**config.mk**
```make
export PLATFORM = sky130hd
export DESIGN_NAME = cordic_rotator
export DESIGN_NICKNAME = d
export VERILOG_FILES = /design/src/rtl/cordic_rotator.sv
export SDC_FILE = /design/constraint.sdc
export NUM_CORES = 1
export LEC_CHECK = 0
export CAP_MARGIN = 20
export CORE_MARGIN = 1
export CORE_UTILIZATION = 55
export CTS_CLUSTER_DIAMETER = 200
export DETAILED_ROUTE_END_ITERATION = 6
export PLACE_DENSITY = 0.77
export SLEW_MARGIN = 15
export SYNTH_ARGS = -nofsm -noshare
export SYNTH_HDL_FRONTEND = slang
export SYNTH_SLANG_ARGS = --single-unit
```
**constraint.sdc**
```tcl
create_clock -name clk -period 5.95 [get_ports clk]
set_clock_uncertainty 0.2 [all_clocks]
set_input_delay 1.19 -clock clk [delete_from_list [all_inputs] [get_ports clk]]
set_output_delay 1.19 -clock clk [all_outputs]
set_load 0.03 [all_outputs]
```
**src/rtl/cordic_rotator.sv**
```systemverilog
// cordic_rotator: iterative CORDIC rotation computing cos/sin of a clamped angle
module cordic_rotator #(
  parameter int WIDTH = 20,
  parameter int FRAC = 15,
  parameter int ITER = 16,
  parameter logic [WIDTH-1:0] X0 = 20'h4DBA,
  parameter logic [WIDTH-1:0] HALFPI = 20'hC90F
) (
  input  logic             clk,
  input  logic             reset,
  input  logic             start,
  input  logic [WIDTH-1:0] angle,
  output logic             busy,
  output logic             done,
  output logic [WIDTH-1:0] cos,
  output logic [WIDTH-1:0] sin,
  output logic             clip
);
  localparam int DW = WIDTH + 2;
  localparam logic [31:0] ATAN [16] = '{
    32'h6487ED51, 32'h3B58CE0A, 32'h1F5B75F9, 32'h0FEADD4C,
    32'h07FD56ED, 32'h03FFAAB7, 32'h01FFF555, 32'h00FFFEAA,
    32'h007FFFD5, 32'h003FFFFA, 32'h001FFFFF, 32'h000FFFFF,
    32'h0007FFFF, 32'h0003FFFF, 32'h0001FFFF, 32'h0000FFFF
  };
  typedef enum logic [1:0] {IDLE, RUN, DONE} state_t;
  state_t state, state_n;
  logic signed [DW-1:0] x, y, z, xn, yn, zn, at;
  logic signed [WIDTH-1:0] hp, a, ac;
  logic [3:0] i;
  logic accept, last, over, under;

  function automatic logic [WIDTH-1:0] sat(input logic signed [DW-1:0] v);
    return (v[DW-1:WIDTH-1] == {(DW-WIDTH+1){v[DW-1]}}) ? v[WIDTH-1:0] :
           {v[DW-1], {(WIDTH-1){~v[DW-1]}}};
  endfunction

  assign hp = HALFPI;
  assign a = angle;
  assign over = a > hp;
  assign under = a < -hp;
  assign ac = over ? hp : under ? -hp : a;
  assign accept = start && state != RUN;
  assign last = i == 4'(ITER - 1);
  assign busy = state == RUN;
  assign done = state == DONE;

  // next state: accept from IDLE/DONE, run ITER cycles, one DONE cycle
  always_comb begin
    state_n = accept ? RUN : (state == RUN) ? (last ? DONE : RUN) : IDLE;
  end

  // one micro-rotation on the pre-cycle x, y, z
  always_comb begin
    at = DW'(ATAN[i] >> (31 - FRAC));
    xn = z[DW-1] ? x + (y >>> i) : x - (y >>> i);
    yn = z[DW-1] ? y - (x >>> i) : y + (x >>> i);
    zn = z[DW-1] ? z + at : z - at;
  end

  // state register
  always_ff @(posedge clk) begin
    if (reset) state <= IDLE;
    else state <= state_n;
  end

  // datapath: load on accept, iterate while running, publish on last iteration
  always_ff @(posedge clk) begin
    if (reset) begin
      x <= '0;
      y <= '0;
      z <= '0;
      i <= '0;
      cos <= '0;
      sin <= '0;
      clip <= 1'b0;
    end else if (accept) begin
      x <= {{2{X0[WIDTH-1]}}, X0};
      y <= '0;
      z <= {{2{ac[WIDTH-1]}}, ac};
      i <= '0;
      clip <= over | under;
    end else if (busy) begin
      x <= xn;
      y <= yn;
      z <= zn;
      i <= i + 4'd1;
      if (last) begin
        cos <= sat(xn);
        sin <= sat(yn);
      end
    end
  end
endmodule

```
; ---- Word-level counts from Yosys, hierarchy flattened
; Memory sizes are Yosys's and may differ from the RTL's.
; Cells that the tools add are included.
[word_totals]
latch_bits = 0
in_bits = 23
n_memories = 1
ram_bits = 0
wordCells = 56
out_inout_bits = 43
ff_bits = 113
mem_bits_ro = 512
[op_classes]
multipliers = 0
n_bitwise = 6
n_shift = 2
muxes = 16
n_eq_ne = 6
div_mod_pow = 0
n_lt_le_gt_ge = 3
reduce_logical = 5
addsub = 7
[mem_list]
columns = memory, words, word_bits, rd, rd_ports_with_merged_regs, wr, line
row1 = (no name shown), 16, 32, 1, 0, 0, 55  ; at = DW'(ATAN[i] >> (31 - FRAC));
[ops]
columns = op, n
row1 = two-way mux 22 bit, 5
row2 = two-way mux 20 bit, 4
row3 = two-way mux 32 bit, 2
row4 = adder 22 bit, 2
row5 = >>> shifter 22 x 4 -> 22 bit, 2
row6 = subtractor 22 bit, 2
row7 = two-way mux 15 bit, 2
row8 = adder 22 x 17 -> 22 bit, 1
row9 = subtractor 22 x 17 -> 22 bit, 1
row10 = greater-than comparator 20 x 17 -> 1 bit (second input constant), 1
row11 = < comparator 20 x 17 -> 1 bit (second input constant), 1
row12 = >= comparator 5 bit (second input constant), 1
row13 = NOT 4 -> 5 bit, 1
row14 = adder 4 x 1 -> 4 bit (second input constant), 1
row15 = == test 2 bit, 2
row16 = == test 4 bit (second input constant), 1
row17 = NOT 1 bit, 4
row18 = AND reduction 3 bit, 1
row19 = OR reduction 3 bit, 1
row20 = == test 2 x 1 -> 1 bit (second input constant), 1
row21 = == test 2 bit (second input constant), 1
row22 = two-way mux 1 bit, 2
row23 = two-way mux 2 bit, 1
row24 = != test 2 x 1 -> 1 bit (second input constant), 1
row25 = other kinds (4), 4

; ---- Logic depth before layout (Yosys ltp)
; Gate-level depths: netlist (run 1).
[logic_depth]
depth_word = 8
depth_mapped = 26
depth_no_buf = 21

; ---- Worst setup path after synthesis (run 1)
; No wires, ideal clock.
[synth_timing]
path_kind = reg-to-reg
startpoint = register i[3]
endpoint = register cos[12]
stages_incl_launch_ff = 26
arrival_ns = 5.869
slack_ns = -0.210
required_ns = 5.659
setup_ns = 0.091
cell_sequence = dfxtp_1 clkbuf_1 clkbuf_1 clkbuf_1 buf_1 clkbuf_1 buf_1 mux2i_1 ha_1 and2_1 clkbuf_1 nand2_1 nor4_1 a21oi_1 xor2_1 mux2i_1 ha_1 a21oi_1 nand2_1 a21oi_1 o21ai_1 xnor2_1 a211oi_1 clkbuf_1 o21ai_0 a311oi_1
[synth_between]
elab_chain_len = 5
elab_cells_between_ends = 9
classes_between = add/sub: 2 / eq/ne: 2 / shift: 1 / mux: 2 / bitwise: 1 / reduce/logical: 1
[synth_lines]
columns = element, line
row1 = start: declaration, 30  ; logic [3:0] i;
row2 = start signal: assignment, 87  ; i <= i + 4'd1;
row3 = >>> shifter 22 x 4 -> 22 bit, 56  ; xn = z[DW-1] ? x + (y >>> i) : x - (y >>> i);
row4 = subtractor 22 bit / adder 22 bit (equally long branches), 56
row5 = two-way mux 22 bit, 56
row6 = == test 2 bit / NOT 1 bit (equally long branches), "34, 35"
row7 = two-way mux 20 bit, 34  ; return (v[DW-1:WIDTH-1] == {(DW-WIDTH+1){v[DW-1]}}) ? v[WIDTH-1:0] :
row8 = end signal: assignment, 89  ; cos <= sat(xn);
row9 = end: declaration, 15  ; output logic [WIDTH-1:0] cos,
; Parallel ways exist; a longest one is shown, timed or not.
; A chain may end at the register's enable or synchronous reset.

; ---- Worst setup path after layout (run 1)
[layout_timing]
startpoint = register i[1]
endpoint = register sin[19]
[layout_between]
elab_chain_len = 5
elab_cells_between_ends = 8
classes_between = add/sub: 2 / eq/ne: 2 / shift: 1 / mux: 2 / reduce/logical: 1
[layout_lines]
columns = element, line
row1 = >>> shifter 22 x 4 -> 22 bit, 57  ; yn = z[DW-1] ? y - (x >>> i) : y + (x >>> i);
row2 = adder 22 bit / subtractor 22 bit (equally long branches), 57
row3 = two-way mux 22 bit, 57
row4 = == test 2 bit, 34
row5 = two-way mux 20 bit, 34
row6 = end signal: assignment, 90  ; sin <= sat(yn);
row7 = end: declaration, 16  ; output logic [WIDTH-1:0] sin,
; Parallel ways exist; a longest one is shown, timed or not.

==> results.cfg, run 1 <==
[clocking]
cts_tree = built
clk_latency_ns = 0.43
clock_sinks = 113
h-tree-depth = 4
cts_buffer_depth = 2
clk_pin_slew_ns = 0.06
hold_buffers = 0
cts_root_buffer = clkbuf_16
cts_made_buffers = 17

[floorplan]
die_y_um = 149
start_util = 0.562
die-area_um2 = 22100
design.core.area_um2 = 21000
die_x_um = 149
io_pins = 66
placementRows = 53

[route]
postRouteWirelength_um = 36600
dr.pass1.iters = 6
vias = 12300
drt_iter0_drc = 1250
drcViolationCount = 0
viasPerCell = 6.61
avgRoutedWirePerCell_um = 19.7
ant_nets = 0

[synth]
ys_types = 85
syn_inst = 1533
yosys-top-cells-area = dfxtp_1 19%, ha_1 8.1%, mux4_2 6.5%, a21oi_1 6.4%, nor2_1 5.0%
avgSynthCellArea_um2 = 7.71
yosysTopAreaCell = dfxtp_1
syn_nets = 1636
yosysWarnings = 0
async_reset_ff_frac = 0
synthFlopType = dfxtp_1
synth-seq-cells = 113
synth_most_common_cell = nor2_1
ys_seq_area_frac = 0.191
synth_top_cell_area_share = 0.191
synth.cell_area_um2 = 11800
ys_top_cells_by_count = 159 x nor2_1, 152 x nand2_1, 151 x a21oi_1, 113 x dfxtp_1, 77 x ha_1
synth-edff-count = 0

[placed_design]
gp_congestion = 0.965
port_buffers = 65
postPlaceCellArea_um2 = 12700
dp_hpwl_um = 25800

[worst_hold_path]
worstHoldEndpoint = z[16]
min_path_cells = 2
min_path_type = register to register
min_from = z[16]

[power]
peakVddDrop_uv = 339
leakagePower_uw = 0.00521
power_frac_clock = 0.165
switching_share = 0.488
internal_power_uw = 3260
p_comb_frac = 0.674
p_sw_uw = 3110
power_frac_seq = 0.161
power_density_nw_per_um2 = 470

[cells_and_area]
design_area_um2 = 13600
syn_to_final_growth_pct = 14.9
insertedDiodeCount = 0
drive_gt1_frac = 0.126
nNetsFinal = 1675

[global_route]
grt_pass1_vias = 11100
antenna_found_initial = 0
grt_pass1_wl_um = 56300
grt_overflow = 0
grt_max_degree = 60
grtUsageTotal = 0.319

[worst_setup_path]
arrival_ns = 5.79
r2r_end = sin[19]
critical_path_required_ns = 6.07
rr_startpoint = i[1]
path_max_fanout = 6
end_kind = register
worstSetupPathType = register to register
start_kind = register
ff2ff_path_depth = 22
reg2reg_slack_ns = 0.28

[status]
status = complete, no violations

[sta]
fmax_mhz = 176
fin_crit_sh = 0.954
fin_tns_setup_ns = 0
relSlewSlack = 0.334
setup_viol = 0
worstMarginPinSlew_ns = 0.991
period_needed_ns = 5.67
slew_viol_final = 0
final_hold_viol_count = 0

[flow_run]
drv_cap = 0
## metrics by stage
stage,cells,power (µW),worst slack (ns),hold WS (ns),utilization
after CTS,1848,6020,0.0310,0.278,0.634
after detailed placement,1817,4930,0.0887,0.270,0.606
after global routing,1859,6770,-0.0357,0.293,0.646
final,1859,6380,0.276,0.275,0.646
after floorplan,1533,4070,0.0386,0.251,-
after global placement,1817,4860,0.270,0.261,0.606
## layout make-up
type	count	area [µm²]
clock buffers	20	447
clock inverters	11	139
multi-input cells	1279	9070
flip-flops and latches	113	2270
inverters	37	139
repair buffers	124	1160
well taps	275	344
fillers	1722	7440
## state kept, by name, indices dropped and copies added (netlist names)
register	flops
i	4
state	2
cos	20
sin	20
y	22
z	22
x	22
clip	1
## power groups by stage
| stage | Combinational, µW | Sequential (µW) | Clock (µW) |
|---|---|---|---|
| floorplan | 3090 | 973 | 0 |
| global placement | 3840 | 1030 | 0 |
| detailed placement | 3900 | 1030 | 0 |
| CTS | 3950 | 1010 | 1060 |
| global route | 4650 | 1030 | 1090 |
| finish | 4300 | 1020 | 1050 |
## kinds of logic after synthesis
logic type / after synthesis / synth area share
and+or+nand+nor: 508 / 0.199
AOI/OAI and AO/OA: 480 / 0.265
buffers and inverters: 143 / 0.0521
DFF: 113 / 0.191
xor gates and xnor gates: 109 / 0.0820
muxes: 100 / 0.124
adders and majority gates: 80 / 0.0866
## worst max-delay path by stage
stage                     startpoint  endpoint  slack (ns)
after floorplan                 i[3]   cos[12]        0.04
after global placement          i[1]    cos[2]        0.27
after detailed placement        i[2]   cos[15]        0.09
after CTS                       i[1]    sin[5]        0.03
after global routing            i[1]    sin[1]       -0.04
final                           i[1]   sin[19]        0.28
## layer usage
metal | share of wire | wire length, µm | GRT usage
met1 | 0.41 | 15000 | 0.395
met2 | 0.47 | 17200 | 0.538
met3 | 0.076 | 2800 | 0.0601
met4 | 0.044 | 1610 | 0.142
met5 | 0 | 0 | 0
## repair_timing
action                                  4_1_cts  5_1_grt
gates resized for setup                       0       20
buffers inserted                              0        7
endpoints found under the setup margin        0       42
## worst max-delay path, cell delays in order (launching register included)
cell	delay [ns]
dfxtp_4	0.42
mux4_2	0.53
mux2_2	0.32
a221o_1	0.43
inv_1	0.09
ha_1	0.16
nor2b_1	0.16
and2_1	0.17
and4bb_2	0.30
a21oi_1	0.09
xnor2_1	0.14
o21ai_0	0.09
ha_1	0.26
a311o_1	0.34
a211oi_1	0.32
o22ai_2	0.15
nand3_1	0.17
o21ai_1	0.13
o31ai_1	0.33
a211oi_2	0.08
buf_4	0.17
and2_1	0.20
a211oi_1	0.29
## placed cells by master (no fill, tap or decap), drive strengths merged, types with 17 or more instances in the layout
| cell | netlist | routed |
|---|---|---|
| a211oi | 23 | 23 |
| a21o | 19 | 19 |
| a21oi | 152 | 152 |
| a311oi | 21 | 21 |
| a31oi | 28 | 28 |
| a41oi | 21 | 21 |
| and2 | 17 | 17 |
| buf | 41 | 58 |
| clkbuf | 65 | 22 |
| clkdlybuf4s50 | 0 | 64 |
| dfxtp | 113 | 113 |
| ha | 77 | 77 |
| inv | 37 | 37 |
| mux2 | 30 | 30 |
| mux2i | 36 | 36 |
| mux4 | 34 | 34 |
| nand2 | 152 | 152 |
| nand2b | 22 | 22 |
| nand3 | 19 | 19 |
| nor2 | 159 | 159 |
| nor3 | 65 | 65 |
| o211ai | 18 | 18 |
| o21ai | 98 | 98 |
| o21bai | 18 | 18 |
| xnor2 | 67 | 67 |
| xor2 | 41 | 41 |
No activity file was read; power rests on OpenSTA's default activity.
==> inputs of run 2 (changes only) <==
- ABC_AREA: not set -> 1
==> results.cfg, run 2 <==
[worst_setup_path]
worstSetupPathType = register to register
start_kind = register
arrival_ns = 5.40
end_kind = register
critical_path_required_ns = 6.10
path_max_fanout = 28
reg2reg_slack_ns = 0.70

[cells_and_area]
final_cell_mix = 435 x nand2_1, 204 x nand3_1, 172 x inv_1
insertedDiodeCount = 0
top_regs = x: 22 flops, y: 22 flops, z: 22 flops
layout_commonest_cell = nand2_1
drive_gt1_frac = 0.0774
design_area_um2 = 12500
nNetsFinal = 1924
syn_to_final_growth_pct = 11.7

[floorplan]
io_pins = 66
design.core.area_um2 = 19700
die_x_um = 145
die-area_um2 = 20900
placementRows = 51
start_util = 0.567
die_y_um = 145

[synth]
syn_nets = 1894
yosysWarnings = 0
ys_types = 52
ys_seq_area_frac = 0.202
yosysTopAreaCell = dfxtp_1
syn_inst = 1791
yosys-top-cells-area = dfxtp_1 20%, nand2_1 15%, nand3_1 9.1%, ha_1 8.6%, o21ai_0 6.8%
synth-edff-count = 0
synth.cell_area_um2 = 11200
synth_top_cell_area_share = 0.202
ys_top_cells_by_count = 436 x nand2_1, 204 x nand3_1, 172 x inv_1, 151 x o21ai_0, 144 x nor2_1
synth-seq-cells = 113
avgSynthCellArea_um2 = 6.25
synth_most_common_cell = nand2_1
synthFlopType = dfxtp_1
async_reset_ff_frac = 0

[clocking]
clk_pin_slew_ns = 0.06
cts_tree = built
post_cts_buffers = 0
cts.repair.resized = 0
cts_made_buffers = 17
hold_buffers = 0
cts_buffer_depth = 2
h-tree-depth = 4
clock_sinks = 113
cts_root_buffer = clkbuf_16
clk_latency_ns = 0.43

[placed_design]
port_buffers = 65
postPlaceCellArea_um2 = 11900
dp_hpwl_um = 24800
gp_congestion = 0.972

[route]
dr.pass1.iters = 5
vias = 12100
drcViolationCount = 0
avgRoutedWirePerCell_um = 15.7
viasPerCell = 5.78
postRouteWirelength_um = 33000
ant_nets = 0
drt_iter0_drc = 1055

[sta]
slew_viol_final = 0
final_hold_viol_count = 0
period_needed_ns = 5.25
grt_setup_unrepaired = false
relSlewSlack = 0.465
fin_tns_setup_ns = 0
setup_viol = 0
worstMarginPinSlew_ns = 0.802
fmax_mhz = 191
fin_crit_sh = 0.882

[global_route]
antenna_found_initial = 0
grt_overflow = 0
grt_pass1_wl_um = 53900
grt_max_degree = 63
grt_pass1_vias = 11000
grtUsageTotal = 0.327

[power]
switching_share = 0.482
power_density_nw_per_um2 = 363
power_frac_seq = 0.199
p_sw_uw = 2180
leakagePower_uw = 0.00626
peakVddDrop_uv = 205
power_frac_clock = 0.235
p_comb_frac = 0.567
internal_power_uw = 2350

[flow_run]
drv_cap = 0

[status]
status = complete, no violations

[worst_hold_path]
min_path_type = register to register
-- run 2: cell count changes after synthesis, moves of 34 or more --
cell / change
mux2i_1: -36
inv_1: +138
nand2_1: +284
o21ai_0: +86
mux4_2: -34
xnor2_1: -39
nor3_1: -48
nand3_1: +185
-- run 2: worst paths after layout --
check | start | endpoint | cells after the start
hold / removal | clip | clip | 2
setup reg to reg | i[1] | cos[3] | 26
setup / recovery | i[1] | cos[3] | 26
hold reg to reg | clip | clip | 2
-- run 2: worst max-delay path, cell delays in order, from the launching register on --
cell	delay, ns
dfxtp_1	0.32
inv_2	0.37
buf_4	0.28
nand3_1	0.14
nand3_1	0.09
nand2_1	0.11
o21ai_2	0.22
ha_1	0.20
nand3_1	0.10
nor3_1	0.27
and3_1	0.27
nand3_1	0.08
nand2_1	0.10
nand2_1	0.07
xor2_1	0.15
inv_1	0.09
ha_1	0.32
nand2_1	0.10
nor4_1	0.47
nand4_1	0.16
nand3_1	0.15
xor2_1	0.24
nand3b_1	0.15
nand3_1	0.12
nand2_2	0.10
inv_4	0.12
a21oi_1	0.15
-- run 2: layout make-up --
type | instances | area, µm²
inverter | 185 | 699
timing repair buffer | 86 | 808
tap | 265 | 332
clock inverter | 14 | 165
clock buffer | 18 | 429
sequential | 113 | 2260
multi-input combinational | 1418 | 7800
fill | 1871 | 7230
-- run 2: kinds of logic (layout without fill, tap and decap cells) --
kind of cell,count (synthesis),count (layout),synth area share
flip-flops,113,113,0.202
XOR/XNOR,91,91,0.0712
AND/OR/NAND/NOR,864,864,0.335
buffers and inverters,260,303,0.101
adder cells (fa/ha/maj),80,80,0.0915
AO/OA/AOI/OAI,383,383,0.199
-- run 2: metrics by stage --
stage / cells / hold WS [ns] / util / setup WS, ns / total power [µW]
after floorplan: 1791 / 0.241 / - / 1.74 / 2850
after global placement: 2067 / 0.251 / 0.603 / 0.800 / 3380
after detailed placement: 2067 / 0.264 / 0.603 / 0.761 / 3410
after CTS: 2099 / 0.280 / 0.634 / 0.753 / 4490
after global routing: 2099 / 0.294 / 0.634 / 0.210 / 4870
final: 2099 / 0.273 / 0.634 / 0.702 / 4530
-- run 2: metal layers --
metal	global-route usage	part of all wire	vias up
met1	0.437	0.47	5571
met2	0.533	0.45	463
met3	0.0454	0.059	64
met4	0.119	0.024	0
li1	-	-	6042
met5	0	0	-
-- run 2: power groups by stage --
stage	sequential, µW	combinational (µW)	clock (µW)
after floorplan	884	1970	0
after global placement	913	2470	0
after detailed placement	913	2500	0
after CTS	898	2530	1070
after global routing	906	2860	1100
final	900	2570	1060
==> inputs of run 3 (changes only) <==
- ABC_AREA: 1 -> not set
- SLEW_MARGIN: 15 -> 25
==> results of run 3 <==
The final DEF is identical to that of run 1; final timing and power are the same.
